==> config.mk <==
export PLATFORM = sky130hd
export DESIGN_NAME = expression_control
export DESIGN_NICKNAME = d
export VERILOG_FILES = /design/src/rtl/expression_control_pkg.sv /design/src/rtl/expression_control.sv
export SDC_FILE = /design/constraint.sdc
export NUM_CORES = 1
export LEC_CHECK = 0
export CORE_AREA = 2 2 39 41
export CTS_CLUSTER_SIZE = 14
export DETAILED_ROUTE_END_ITERATION = 10
export DIE_AREA = 0 0 41 43
export HOLD_SLACK_MARGIN = 0.03
export PLACE_DENSITY = 0.68
export SYNTH_ARGS = -nofsm -noshare
export SYNTH_HDL_FRONTEND = slang
export SYNTH_SLANG_ARGS = --single-unit
==> constraint.sdc <==
create_clock -name clk -period 1.8 [get_ports clk]
set_input_delay 0.54 -clock clk [delete_from_list [all_inputs] [get_ports clk]]
set_output_delay 0.54 -clock clk [all_outputs]
set_load 0.02 [all_outputs]
==> src/rtl/expression_control_pkg.sv <==
// Shared encodings for the expression control unit: FSM states, ALU op values
// and datapath mux selects.
package expression_control_pkg;

   localparam logic [3:0] S_IDLE   = 4'd0;
   localparam logic [3:0] S_LOAD_X = 4'd1;
   localparam logic [3:0] S_MUL_AX = 4'd2;
   localparam logic [3:0] S_ADD_B  = 4'd3;
   localparam logic [3:0] S_MUL_X  = 4'd4;
   localparam logic [3:0] S_ADD_C  = 4'd5;
   localparam logic [3:0] S_ADD_HX = 4'd6;
   localparam logic [3:0] S_ADD_SX = 4'd7;
   localparam logic [3:0] S_MUL_SH = 4'd8;
   localparam logic [3:0] S_DONE   = 4'd9;

   localparam logic H_ADD = 1'b0;
   localparam logic H_MUL = 1'b1;

   // M0: constant/operand source
   localparam logic [1:0] M0_ZERO = 2'd0;
   localparam logic [1:0] M0_A    = 2'd1;
   localparam logic [1:0] M0_B    = 2'd2;
   localparam logic [1:0] M0_C    = 2'd3;

   // M1: ALU operand 1
   localparam logic [1:0] M1_M0 = 2'd0;
   localparam logic [1:0] M1_X  = 2'd1;
   localparam logic [1:0] M1_S  = 2'd2;
   localparam logic [1:0] M1_H  = 2'd3;

   // M2: ALU operand 2
   localparam logic [1:0] M2_X  = 2'd0;
   localparam logic [1:0] M2_M0 = 2'd1;
   localparam logic [1:0] M2_S  = 2'd2;
   localparam logic [1:0] M2_H  = 2'd3;

   typedef struct packed {
      logic       lx;
      logic       ls;
      logic       lh;
      logic       h;
      logic [1:0] m0;
      logic [1:0] m1;
      logic [1:0] m2;
   } ctrl_t;

   localparam ctrl_t CTRL_IDLE = '{lx: 1'b0, ls: 1'b0, lh: 1'b0, h: H_ADD,
                                   m0: M0_ZERO, m1: M1_M0, m2: M2_X};

   function automatic logic is_arith(input logic [3:0] st);
      return (st == S_MUL_AX) || (st == S_ADD_B)  || (st == S_MUL_X) ||
             (st == S_ADD_C)  || (st == S_ADD_HX) || (st == S_ADD_SX) ||
             (st == S_MUL_SH);
   endfunction

endpackage

==> src/rtl/expression_control.sv <==
// Moore sequencer driving the operative datapath through one expression
// evaluation per accepted start.
//
// state  | meaning
// IDLE   | waiting for start; mode captured on accept
// LOAD_X | load Reg_X
// MUL_AX | S = A*X              (mode 0)
// ADD_B  | S = S+B              (mode 0)
// MUL_X  | S = X*S              (mode 0)
// ADD_C  | S = C+S              (mode 0)
// ADD_HX | H = A+X              (mode 1)
// ADD_SX | S = B+X              (mode 1)
// MUL_SH | S = H*S              (mode 1)
// DONE   | done pulse, capture zero flag
module expression_control
   import expression_control_pkg::*;
(
   input  logic       clk,
   input  logic       rst,
   input  logic       start,
   input  logic       mode,
   input  logic       overflow,
   input  logic       zero,
   output logic       LX,
   output logic       LS,
   output logic       LH,
   output logic       H,
   output logic [1:0] M0,
   output logic [1:0] M1,
   output logic [1:0] M2,
   output logic       busy,
   output logic       done,
   output logic       err,
   output logic       res_zero
);

   logic [3:0] state;
   logic [3:0] state_nxt;
   logic       mode_q;
   ctrl_t      ctrl;

   always_comb begin
      state_nxt = S_IDLE;
      case (state)
         S_IDLE:   state_nxt = start ? S_LOAD_X : S_IDLE;
         S_LOAD_X: state_nxt = mode_q ? S_ADD_HX : S_MUL_AX;
         S_MUL_AX: state_nxt = S_ADD_B;
         S_ADD_B:  state_nxt = S_MUL_X;
         S_MUL_X:  state_nxt = S_ADD_C;
         S_ADD_C:  state_nxt = S_DONE;
         S_ADD_HX: state_nxt = S_ADD_SX;
         S_ADD_SX: state_nxt = S_MUL_SH;
         S_MUL_SH: state_nxt = S_DONE;
         default:  state_nxt = S_IDLE;
      endcase
   end

   always_ff @(posedge clk or negedge rst) begin
      if (!rst) begin
         state    <= S_IDLE;
         mode_q   <= 1'b0;
         err      <= 1'b0;
         res_zero <= 1'b0;
      end else begin
         state <= state_nxt;
         if (state == S_IDLE && start) begin
            mode_q   <= mode;
            err      <= 1'b0;
            res_zero <= 1'b0;
         end
         if (is_arith(state) && overflow) begin
            err <= 1'b1;
         end
         if (state == S_DONE) begin
            res_zero <= zero;
         end
      end
   end

   always_comb begin
      ctrl = CTRL_IDLE;
      case (state)
         S_LOAD_X: ctrl.lx = 1'b1;
         S_MUL_AX: begin
            ctrl.h  = H_MUL; ctrl.m0 = M0_A; ctrl.m1 = M1_M0; ctrl.m2 = M2_X;
            ctrl.ls = 1'b1;
         end
         S_ADD_B: begin
            ctrl.h  = H_ADD; ctrl.m0 = M0_B; ctrl.m1 = M1_M0; ctrl.m2 = M2_S;
            ctrl.ls = 1'b1;
         end
         S_MUL_X: begin
            ctrl.h  = H_MUL; ctrl.m1 = M1_X; ctrl.m2 = M2_S;
            ctrl.ls = 1'b1;
         end
         S_ADD_C: begin
            ctrl.h  = H_ADD; ctrl.m0 = M0_C; ctrl.m1 = M1_M0; ctrl.m2 = M2_S;
            ctrl.ls = 1'b1;
         end
         S_ADD_HX: begin
            ctrl.h  = H_ADD; ctrl.m0 = M0_A; ctrl.m1 = M1_M0; ctrl.m2 = M2_X;
            ctrl.lh = 1'b1;
         end
         S_ADD_SX: begin
            ctrl.h  = H_ADD; ctrl.m0 = M0_B; ctrl.m1 = M1_M0; ctrl.m2 = M2_X;
            ctrl.ls = 1'b1;
         end
         S_MUL_SH: begin
            ctrl.h  = H_MUL; ctrl.m1 = M1_H; ctrl.m2 = M2_S;
            ctrl.ls = 1'b1;
         end
         default: ctrl = CTRL_IDLE;
      endcase
   end

   assign LX   = ctrl.lx;
   assign LS   = ctrl.ls;
   assign LH   = ctrl.lh;
   assign H    = ctrl.h;
   assign M0   = ctrl.m0;
   assign M1   = ctrl.m1;
   assign M2   = ctrl.m2;
   assign busy = (state != S_IDLE);
   assign done = (state == S_DONE);

endmodule

==> results of run 1 <==
## worst max-delay path by stage
stage	startpoint	endpoint	slack, ps	cells after the start
final	state[1]	LS	-140	3
after floorplan	state[3]	M2[1]	7	2
after CTS	state[1]	LS	-170	3
after global placement	state[0]	LS	-340	3
after global routing	state[2]	LS	-170	3
after detailed placement	state[0]	LS	-360	3
## kinds of logic (layout without fill, tap and decap cells)
logic type	Yosys count	after routing	synth area share
and+or+nand+nor	22	22	0.243
xor gates and xnor gates	1	1	0.0189
other	1	1	0.00808
AOI/OAI and AO/OA	14	14	0.197
muxes	3	3	0.0701
buffers and inverters	8	41	0.0862
DFF	7	7	0.377
## flip-flops by register name (all words and copies together) (netlist names)
signal    count
state         4
res_zero      1
mode_q        1
err           1
## synthesized netlist by cell type (all sizes together) (2+ instances only)
master  instances
dfrtp           7
nor3            2
inv             3
o21ai           5
a21oi           3
nand2b          4
o32ai           2
buf             4
nor2            8
nand2           4
mux2            2
## area by class of cell
cell class	instances	area, µm²
clock buffers	4	26.3
fillers	132	599
inverters	3	11.3
flip-flops and latches	7	176
well taps	16	20.0
repair buffers	34	278
multi-input cells	41	273
## power breakdown
part | internal (mW) | switching, mW | total (mW)
logic | 0.545 | 0.572 | 1.12
registers | 0.229 | 0.0498 | 0.279
clock network | 0.0846 | 0.0584 | 0.143
## per-layer routing
layer  wire [µm]  vias up  GRT usage
li1            -      257          -
met1         460      244      0.167
met2         633       18      0.206
met3          59        4     0.0157
met4          18        0      0.120
met5           0        -          0
## cell usage in the layout (no fill, tap or decap), types with 2 or more instances in the layout
master           netlist  final
inv_1                  3      2
clkbuf_4               0      3
dfrtp_1                7      6
a21oi_1                3      3
nand2_1                4      3
nor3_1                 2      2
nand2b_1               4      3
buf_4                  2     19
o21ai_2                1      2
o32ai_1                2      2
clkdlybuf4s50_1        0      7
buf_6                  0      4
buf_2                  2      4
nor2_1                 8      6
o21ai_1                0      2
## stage by stage
step	setup WS [ps]	setup TNS, ps	cells	hold WS [ps]
floorplan	7.07	0	56	244
global placement	-338	-2220	100	494
detailed placement	-365	-2400	100	496
CTS	-172	-504	104	507
global route	-168	-895	105	534
finish	-141	-433	105	513
## what timing repair did
item,4_1_cts,5_1_grt
gates cloned,0,0
resized for setup,62,10
setup buffers,0,1
pin swaps,1,2
setup endpoints to repair,11,10
==> key figures, run 1 <==
Logic synthesis
  – Yosys top cell by area: dfrtp_1
  – Syn Inst Count: 56
  – Yosys reg bits: 7
  – Asr flop ratio synth: 1.00
  – Dominant synthesized flop cell: dfrtp_1
  – Mapped Avg Cell Area: 8.29 µm²
  – Syn nets: 62
  – Synth cell types: 26
  – Post-Syn Area: 464 µm²
  – Post-synth top area share: 0.377
  – EDFF count, synth: 0
  – Syn. warnings: 0
  – Seq/Total Area, Yosys: 0.377
  – Synth area leaders: dfrtp_1, nor2_1, nand2b_1, o21ai_0, o32ai_1

Drt
  – Router iterations before antenna repair: 4
  – Residual DRC: 0
  – Wire length per cell: 11.2 µm
  – Detail Route Antenna Nets: 0
  – DR iter-0 viols: 5
  – Total wire length: 1170 µm
  – Vias: 523
  – Via density: 4.98

Run status
  – Violated checks: setup timing
  – Status: finished, violations left

Timing
  – Tmin final: 1940 ps
  – RSZ-0062 raised after global routing: true
  – Final Hold Fails: 0
  – Final setup fails: 5
  – Max Slew Vio Count: 0
  – Setup ws final: -141 ps
  – Final Cycle Share: 1.08
  – Fmax: 515 MHz
  – Clk_skew: 2.06 ps

Worst setup path
  – Worst-path fanout max: 3
  – RR Startpoint: state[1]
  – CP max stage delay: 560 ps
  – Buf+Inv Stages, Crit Path: 1
  – Reg2reg path depth: 5
  – RR Endpoint: err
  – CP Data Required Time: 1260 ps
  – Slowest cell on the critical path: or4b_4
  – Reg2Reg Setup Slack: 360 ps
  – Kind of end point of the critical path: output pin
  – CP Launch Type: flop
  – Worst Setup Path Type: flop to output pin
  – Delay-heaviest family, CP: simple AND/OR/NAND/NOR gates
  – Worst EP arrival: 1400 ps
  – Worst path cell trace: or4b_4 > o21ai_2 > buf_6

Pwr
  – Lkg Pwr: 0.373 nW
  – Tot Pwr: 1.54 mW
  – Power Dens Cells: 1960 nW/µm²
  – Worst VDD drop: 0.876 mV

Finish
  – Layout net count: 96
  – # diodes: 0
  – Area growth syn-to-layout: 69.0%
  – Share of cells above drive strength 1: 0.449
  – Layout Utilization: 0.567
  – Final instance area: 785 µm²

Global route
  – First-pass GRT wire length: 1610 µm
  – Largest net degree at the start of global routing: 14
  – Total gr overflow: 0
  – Total GRT Usage: 0.139
  – Initial antenna violation count: 0
  – Vias in the first global route: 407

Worst hold path
  – Min-delay worst type: flop to flop
  – Hold wc startpoint: err
  – Hold Path Cell Cnt: 1
  – Hold EP: err

Placement
  – Gpl congestion: 0.810
  – Post-DP HPWL: 866 µm
  – IO Port Bufs: 18
  – Placed cell area: 748 µm²

Clock tree
  – Total CTS buffers: 3
  – Total number of H-tree levels: 1
  – # hold bufs at CTS: 0
  – CTS tree: yes
  – Root buffer cell: clkbuf_4
  – Reg clk slew, reported paths: 50 ps
  – Worst-Skew Late Latency: 250 ps
  – CTS Buffer Depth: 2
  – CTS sink count: 7

Floorplan
  – Floorplan row count: 14
  – Num ports: 20
  – Core Region: 1380 µm²
  – Die Ht: 43 µm
  – Initial Util: 0.335
  – Die ar.: 1760 µm²
  – Die W: 41 µm

Job
  – MaxCap Viol Count: 0
No activity file was read; power rests on OpenSTA's default activity.
==> run 2: changes to the inputs <==
GPL_ROUTABILITY_DRIVEN = 0   (was not set)
==> results of run 2 <==
The final DEF is identical to that of run 1; final timing and power are the same.
==> run 3: changes to the inputs <==
CTS_CLUSTER_DIAMETER = 150   (was not set)
==> results of run 3 <==
The final DEF is identical to that of run 1; final timing and power are the same.
